===== src/rtl/lfsr_pkg.sv =====
// rtl/lfsr_pkg.sv - shared constants, maximal-length tap table and seed rotate helper for lfsr_bank
package lfsr_pkg;

    localparam int          LFSR_DEFAULT_WIDTH    = 17;
    localparam int          LFSR_DEFAULT_CHANNELS = 4;
    localparam logic [31:0] LFSR_DEFAULT_TAPS     = 32'h0001_2000;
    localparam logic [31:0] LFSR_DEFAULT_SEED     = 32'h0000_002B;

    // Bit i set means state[i] feeds the XOR; shift direction is toward the MSB.
    function automatic logic [31:0] lfsr_max_taps(input int unsigned width);
        case (width)
            3:       return 32'h0000_0006;
            4:       return 32'h0000_000C;
            5:       return 32'h0000_0014;
            6:       return 32'h0000_0030;
            7:       return 32'h0000_0060;
            8:       return 32'h0000_00B8;
            9:       return 32'h0000_0110;
            10:      return 32'h0000_0240;
            11:      return 32'h0000_0500;
            12:      return 32'h0000_0829;
            13:      return 32'h0000_100D;
            14:      return 32'h0000_2015;
            15:      return 32'h0000_6000;
            16:      return 32'h0000_D008;
            17:      return 32'h0001_2000;
            18:      return 32'h0002_0400;
            19:      return 32'h0004_0023;
            20:      return 32'h0009_0000;
            21:      return 32'h0014_0000;
            22:      return 32'h0030_0000;
            23:      return 32'h0042_0000;
            24:      return 32'h00E1_0000;
            25:      return 32'h0120_0000;
            26:      return 32'h0200_0023;
            27:      return 32'h0400_0013;
            28:      return 32'h0900_0000;
            29:      return 32'h1400_0000;
            30:      return 32'h2000_0029;
            31:      return 32'h4800_0000;
            32:      return 32'h8020_0003;
            default: return 32'h0000_0000;
        endcase
    endfunction

    // Rotate the low 'width' bits of seed left by rot; a nonzero seed stays nonzero.
    function automatic logic [31:0] lfsr_seed_rotl(input logic [31:0] seed,
                                                   input int unsigned rot,
                                                   input int unsigned width);
        logic [31:0] r;
        int unsigned k;
        r = '0;
        for (int i = 0; i < 32; i++) begin
            if (i < width) begin
                k = (i + rot) % width;
                r[k[4:0]] = seed[i];
            end
        end
        return r;
    endfunction

endpackage


===== src/rtl/lfsr_core.sv =====
// rtl/lfsr_core.sv - one Fibonacci LFSR channel with load, lock-up protection and wrap detect
module lfsr_core
    import lfsr_pkg::*;
#(
    parameter int               WIDTH = LFSR_DEFAULT_WIDTH,
    parameter logic [WIDTH-1:0] TAPS  = WIDTH'(LFSR_DEFAULT_TAPS),
    parameter logic [WIDTH-1:0] SEED  = WIDTH'(LFSR_DEFAULT_SEED)
)(
    input  logic             clk,
    input  logic             rst_n,
    input  logic             i_adv,
    input  logic             i_load,
    input  logic [WIDTH-1:0] i_load_data,
    output logic [WIDTH-1:0] o_state,
    output logic             o_wrap
);

    logic [WIDTH-1:0] r_state;
    logic             r_wrap;
    logic             w_fb;
    logic [WIDTH-1:0] w_next;

    assign w_fb   = ^(r_state & TAPS);
    assign w_next = {r_state[WIDTH-2:0], w_fb};

    // Load wins over advance; zero data would lock the register, so it restores the seed.
    always_ff @(posedge clk) begin
        if (!rst_n) begin
            r_state <= SEED;
            r_wrap  <= 1'b0;
        end else if (i_load) begin
            r_state <= (i_load_data == '0) ? SEED : i_load_data;
            r_wrap  <= 1'b0;
        end else if (i_adv) begin
            r_state <= w_next;
            r_wrap  <= (w_next == SEED);
        end else begin
            r_wrap  <= 1'b0;
        end
    end

    assign o_state = r_state;
    assign o_wrap  = r_wrap;

endmodule


===== src/rtl/lfsr_bank.sv =====
// rtl/lfsr_bank.sv - bank of independent LFSR channels with a round-robin valid/ready read port
module lfsr_bank
    import lfsr_pkg::*;
#(
    parameter int               WIDTH    = LFSR_DEFAULT_WIDTH,
    parameter int               CHANNELS = LFSR_DEFAULT_CHANNELS,
    parameter logic [WIDTH-1:0] TAPS     = WIDTH'(LFSR_DEFAULT_TAPS),
    parameter logic [WIDTH-1:0] SEED     = WIDTH'(LFSR_DEFAULT_SEED),
    localparam int              CH_W     = (CHANNELS > 1) ? $clog2(CHANNELS) : 1
)(
    input  logic                      clk,
    input  logic                      rst_n,
    input  logic [CHANNELS-1:0]       step_en,
    input  logic                      load_en,
    input  logic [CH_W-1:0]           load_ch,
    input  logic [WIDTH-1:0]          load_data,
    output logic [CHANNELS*WIDTH-1:0] state_out,
    output logic [CHANNELS-1:0]       wrap_tick,
    output logic                      rd_valid,
    input  logic                      rd_ready,
    output logic [WIDTH-1:0]          rd_data,
    output logic [CH_W-1:0]           rd_ch
);

    logic [WIDTH-1:0]    w_states [CHANNELS];
    logic [CHANNELS-1:0] w_adv;
    logic [CHANNELS-1:0] w_load;
    logic                w_hs;
    logic [CH_W-1:0]     w_rd_ch_next;
    logic                r_rd_valid;
    logic [CH_W-1:0]     r_rd_ch;

    assign w_hs = r_rd_valid & rd_ready;

    for (genvar c = 0; c < CHANNELS; c++) begin : g_ch
        localparam logic [WIDTH-1:0] SEED_C = WIDTH'(lfsr_seed_rotl(32'(SEED), c, WIDTH));

        // A step request and a read of the same channel merge into a single advance.
        assign w_adv[c]  = step_en[c] | (w_hs & (r_rd_ch == CH_W'(c)));
        assign w_load[c] = load_en & (load_ch == CH_W'(c));

        lfsr_core #(
            .WIDTH (WIDTH),
            .TAPS  (TAPS),
            .SEED  (SEED_C)
        ) u_core (
            .clk         (clk),
            .rst_n       (rst_n),
            .i_adv       (w_adv[c]),
            .i_load      (w_load[c]),
            .i_load_data (load_data),
            .o_state     (w_states[c]),
            .o_wrap      (wrap_tick[c])
        );

        assign state_out[c*WIDTH +: WIDTH] = w_states[c];
    end

    always_comb begin
        rd_data = '0;
        for (int c = 0; c < CHANNELS; c++) begin
            if (r_rd_ch == CH_W'(c)) begin
                rd_data = w_states[c];
            end
        end
    end

    assign w_rd_ch_next = (r_rd_ch == CH_W'(CHANNELS - 1)) ? '0 : r_rd_ch + CH_W'(1);

    always_ff @(posedge clk) begin
        if (!rst_n) begin
            r_rd_valid <= 1'b0;
            r_rd_ch    <= '0;
        end else begin
            r_rd_valid <= 1'b1;
            if (w_hs) begin
                r_rd_ch <= w_rd_ch_next;
            end
        end
    end

    assign rd_valid = r_rd_valid;
    assign rd_ch    = r_rd_ch;

endmodule


===== config.mk =====
export PLATFORM = sky130hd
export DESIGN_NAME = lfsr_bank
export DESIGN_NICKNAME = d
export VERILOG_FILES = /design/src/rtl/lfsr_pkg.sv /design/src/rtl/lfsr_core.sv /design/src/rtl/lfsr_bank.sv
export SDC_FILE = /design/constraint.sdc
export NUM_CORES = 1
export LEC_CHECK = 0
export CORE_AREA = 2 2 95 97
export CTS_CLUSTER_DIAMETER = 60
export DETAILED_ROUTE_END_ITERATION = 8
export DIE_AREA = 0 0 97 99
export GPL_ROUTABILITY_DRIVEN = 0
export PLACE_DENSITY = 0.77
export SLEW_MARGIN = 25
export SYNTH_ARGS = -nofsm -noshare
export SYNTH_HDL_FRONTEND = slang
export SYNTH_SLANG_ARGS = --single-unit
export TNS_END_PERCENT = 1

===== constraint.sdc =====
create_clock -name clk -period 3.7 [get_ports clk]
set_input_delay 0.74 -clock clk [delete_from_list [all_inputs] [get_ports clk]]
set_output_delay 0.74 -clock clk [all_outputs]
set_load 0.005 [all_outputs]

==> results.cfg <==
[synth]
synth_top_area_share_pct = 36.3
synth-seq-area-share_pct = 36.3
synthTopCellsByArea = dfxtp_1, nand2_1, o21ai_0
synth_compound_area_share_pct = 25.5
async_reset_ff_share_pct = 0
synth_top_family_by_area = simple AND/OR/NAND/NOR gates
syn_nets = 594
synth_ff_type = dfxtp_1
synth_edf_count = 0
syn_area_per_cell_um2 = 7.36
synth.cell_area_um2 = 4140
yosys_warnings = 0
synthMuxAreaShare_pct = 1.03
synthXorXnorAreaFrac_pct = 0.846
synth_adder_area_share_pct = 1.21
synth_area_leader_cell = dfxtp_1
synth-simple-area-share_pct = 28.7
ys_types = 39
netlist_instances = 563
ys_ff_latch = 75

[critical_path]
rr_worst_depth = 5
reg2reg_from = rd_ch[1]$_SDFFE_PN0N_
reg2reg_slack_ns = 1.75
crit_required_ns = 2.96
crit_cells = 8
critPathLaunchType = flop
path_class = flop to output pin
max_stage_delay_ns = 0.55
cp-startpoint = rd_ch[1]$_SDFFE_PN0N_
cp_top_family = buffers and inverters
crit_top_cell = a21oi_1
timing.rr.end = g_ch[0].u_core.o_wrap$_SDFF_PP0_
arrival_ns = 2.66
end_kind = output pin
crit_path_max_fanout = 20
crit_chain = inv_1 > ha_2 > buf_4 > nand3b_1 > a21oi_1 > a21oi_1 > o21ai_0 > clkdlybuf4s50_1
crit_slowest_cell = clkdlybuf4s50_1
critPathCapture = rd_data[2]
cp.buffers_inverters = 3

[timing]
setup_violations = 0
fin_crit_ns = 3.40
timing.final.ws_setup_ns = 0.299
maxSlewHeadroom_pct = 33.7
clock_skew_ns = 0.00830
finalCritPeriodShare_pct = 91.9
rsz0062_at_grt = false
worstMarginPinSlew_ns = 0.995
hold_violations = 0
setup-tns-final_ns = 0
slew_viol_final = 0
fmax_ghz = 0.294

[route]
drt_iter0_markers = 571
vias = 4938
vias_per_cell = 6.49
first_pass_iters = 5
drc_errors = 0
final_antenna_net_count = 0
wirelength_mm = 16.3
wire_per_inst_um = 21.4

[grt]
grt_pass1_wl_mm = 25.0
gr-usage-all-layers_pct = 33.2
grt_pass1_vias = 4581
antenna_found_initial = 0
overflow = 0
grt_max_degree = 37

[placement]
dpl.hpwl_mm = 11.4
numPortBuffers = 118
dp_slack_ns = 0.582

[pwr]
p_leak_nw = 1.82
power_density_nw_per_um2 = 375
ir_worst_vdd_mv = 0.195

[die]
die_width_um = 97
rows = 34
initial_utilization_pct = 48.4
die_area_um2 = 9600
io_pins = 119
die_h_um = 99
core_um2 = 8550

[clock_tree]
clk_latency_ns = 0.35
numCtsBuffers = 9
cts_buffer_depth = 2
htreeDepth = 3
clock_sinks = 75
cts_hold_buf = 0
cts_tree = done
clk_pin_slew_ns = 0.09
root_buffer = clkbuf_8

[cells_and_area]
syn2layout_area_growth_pct = 31.2
drive_gt1_share_pct = 5.51
fin_nets = 679
diodes = 0
regArea_um2 = 1500
fill_cells = 787
final_util_pct = 63.6
multi_input_area_um2 = 2370

[min_path]
hold_path_class = flop to flop

[run]
drv_cap = 0

[outcome]
outcome = finished clean
-- cells in the final DEF (no fill, tap or decap), types with 6 or more instances in the layout --
cell type / instances
clkbuf_8: 10
nor4b_1: 6
nand3b_1: 16
a31oi_1: 49
o21ai_0: 70
nand4_1: 17
a21oi_1: 34
dfxtp_1: 75
clkdlybuf4s50_1: 118
nor4_1: 11
nand3_1: 26
buf_4: 7
nand2_1: 153
-- metrics by stage --
step	instance area, um^2	std cells	hold WS, ns	total power [W]
detailed placement	5250	745	0.522	0.00146
global route	5440	761	0.561	0.00211
finish	5440	761	0.529	0.00204
CTS	5430	761	0.533	0.00203
floorplan	4140	563	0.484	0.00117
global placement	5250	745	0.499	0.00145
-- power by group --
part / internal [W] / switching (W)
Sequential: 0.000865 / 0.000105
Combinational: 0.000252 / 0.000233
Clock: 0.000260 / 0.000323
Total: 0.00138 / 0.000660
-- area by class of cell --
cell class	instances	share of cell area (%)
clock buffers	10	2.53
clock inverters	6	0.760
inverters	3	0.207
multi-input cells	434	43.7
flip-flops and latches	75	27.6
well taps	108	2.49
repair buffers	125	22.7
-- cells in the mapped netlist, types with 4 or more instances --
master,n
a21oi_1,34
a2bb2oi_1,4
a31o_2,4
a31oi_1,49
a31oi_4,4
buf_1,4
buf_2,16
buf_4,12
clkbuf_1,19
dfxtp_1,75
ha_1,4
nand2_1,153
nand3_1,26
nand3b_1,16
nand4_1,17
nor2_1,4
nor4_1,11
nor4b_1,6
o21ai_0,70
xnor2_1,4
-- what timing repair did --
item                                    CTS  global route
endpoints found under the setup margin    0             1
setup buffers                             0             0
resized for setup                         0             1
endpoints found under the hold margin     0             0
-- worst reg2reg max path, stage by stage, from the launching register on --
cell,delay (ns)
dfxtp_1,0.37
inv_1,0.11
ha_1,0.57
a31o_2,0.48
nand2_1,0.14
nor3_1,0.21
-- registers in the layout, summed over array words and instances, names as in the netlist --
register and count:
rd_valid 1, rd_ch 2, g_ch.u_core.o_state 68, g_ch.u_core.o_wrap 4
-- cell families (layout without fill, tap and decap cells) --
kind of cell	after synthesis	count (layout)
AO/OA/AOI/OAI	173	173
adder cells (fa/ha/maj)	4	4
AND/OR/NAND/NOR	249	249
multiplexers	4	4
flip-flops	75	75
XOR/XNOR	4	4
buffers and inverters	54	144
-- metal layers --
metal | routed length (um) | GRT usage [%] | vias up
li1 | - | - | 2206
met1 | 6010 | 42.6 | 2280
met2 | 7410 | 52.2 | 360
met3 | 1870 | 5.96 | 92
met4 | 1020 | 20.0 | 0
met5 | 0 | 0 | -
-- worst min path at each step --
stage | start | endpoint | slack, ns | cells after the start
4_1_cts | g_ch[2].u_core.o_state[4]$_SDFFE_PN0P_ | g_ch[2].u_core.o_state[4]$_SDFFE_PN0P_ | 0.53 | 2
2_1_floorplan | g_ch[0].u_core.o_state[2]$_SDFFE_PN0P_ | g_ch[0].u_core.o_wrap$_SDFF_PP0_ | 0.48 | 2
3_3_place_gp | rd_ch[1]$_SDFFE_PN0N_ | rd_ch[1]$_SDFFE_PN0N_ | 0.50 | 2
5_1_grt | g_ch[0].u_core.o_state[4]$_SDFFE_PN0P_ | g_ch[0].u_core.o_state[4]$_SDFFE_PN0P_ | 0.56 | 2
6_report | g_ch[3].u_core.o_state[1]$_SDFFE_PN0P_ | g_ch[3].u_core.o_state[2]$_SDFFE_PN0P_ | 0.53 | 2
3_5_place_dp | g_ch[2].u_core.o_state[4]$_SDFFE_PN0P_ | g_ch[2].u_core.o_state[4]$_SDFFE_PN0P_ | 0.52 | 2
Power figures use the tool's default switching activity.
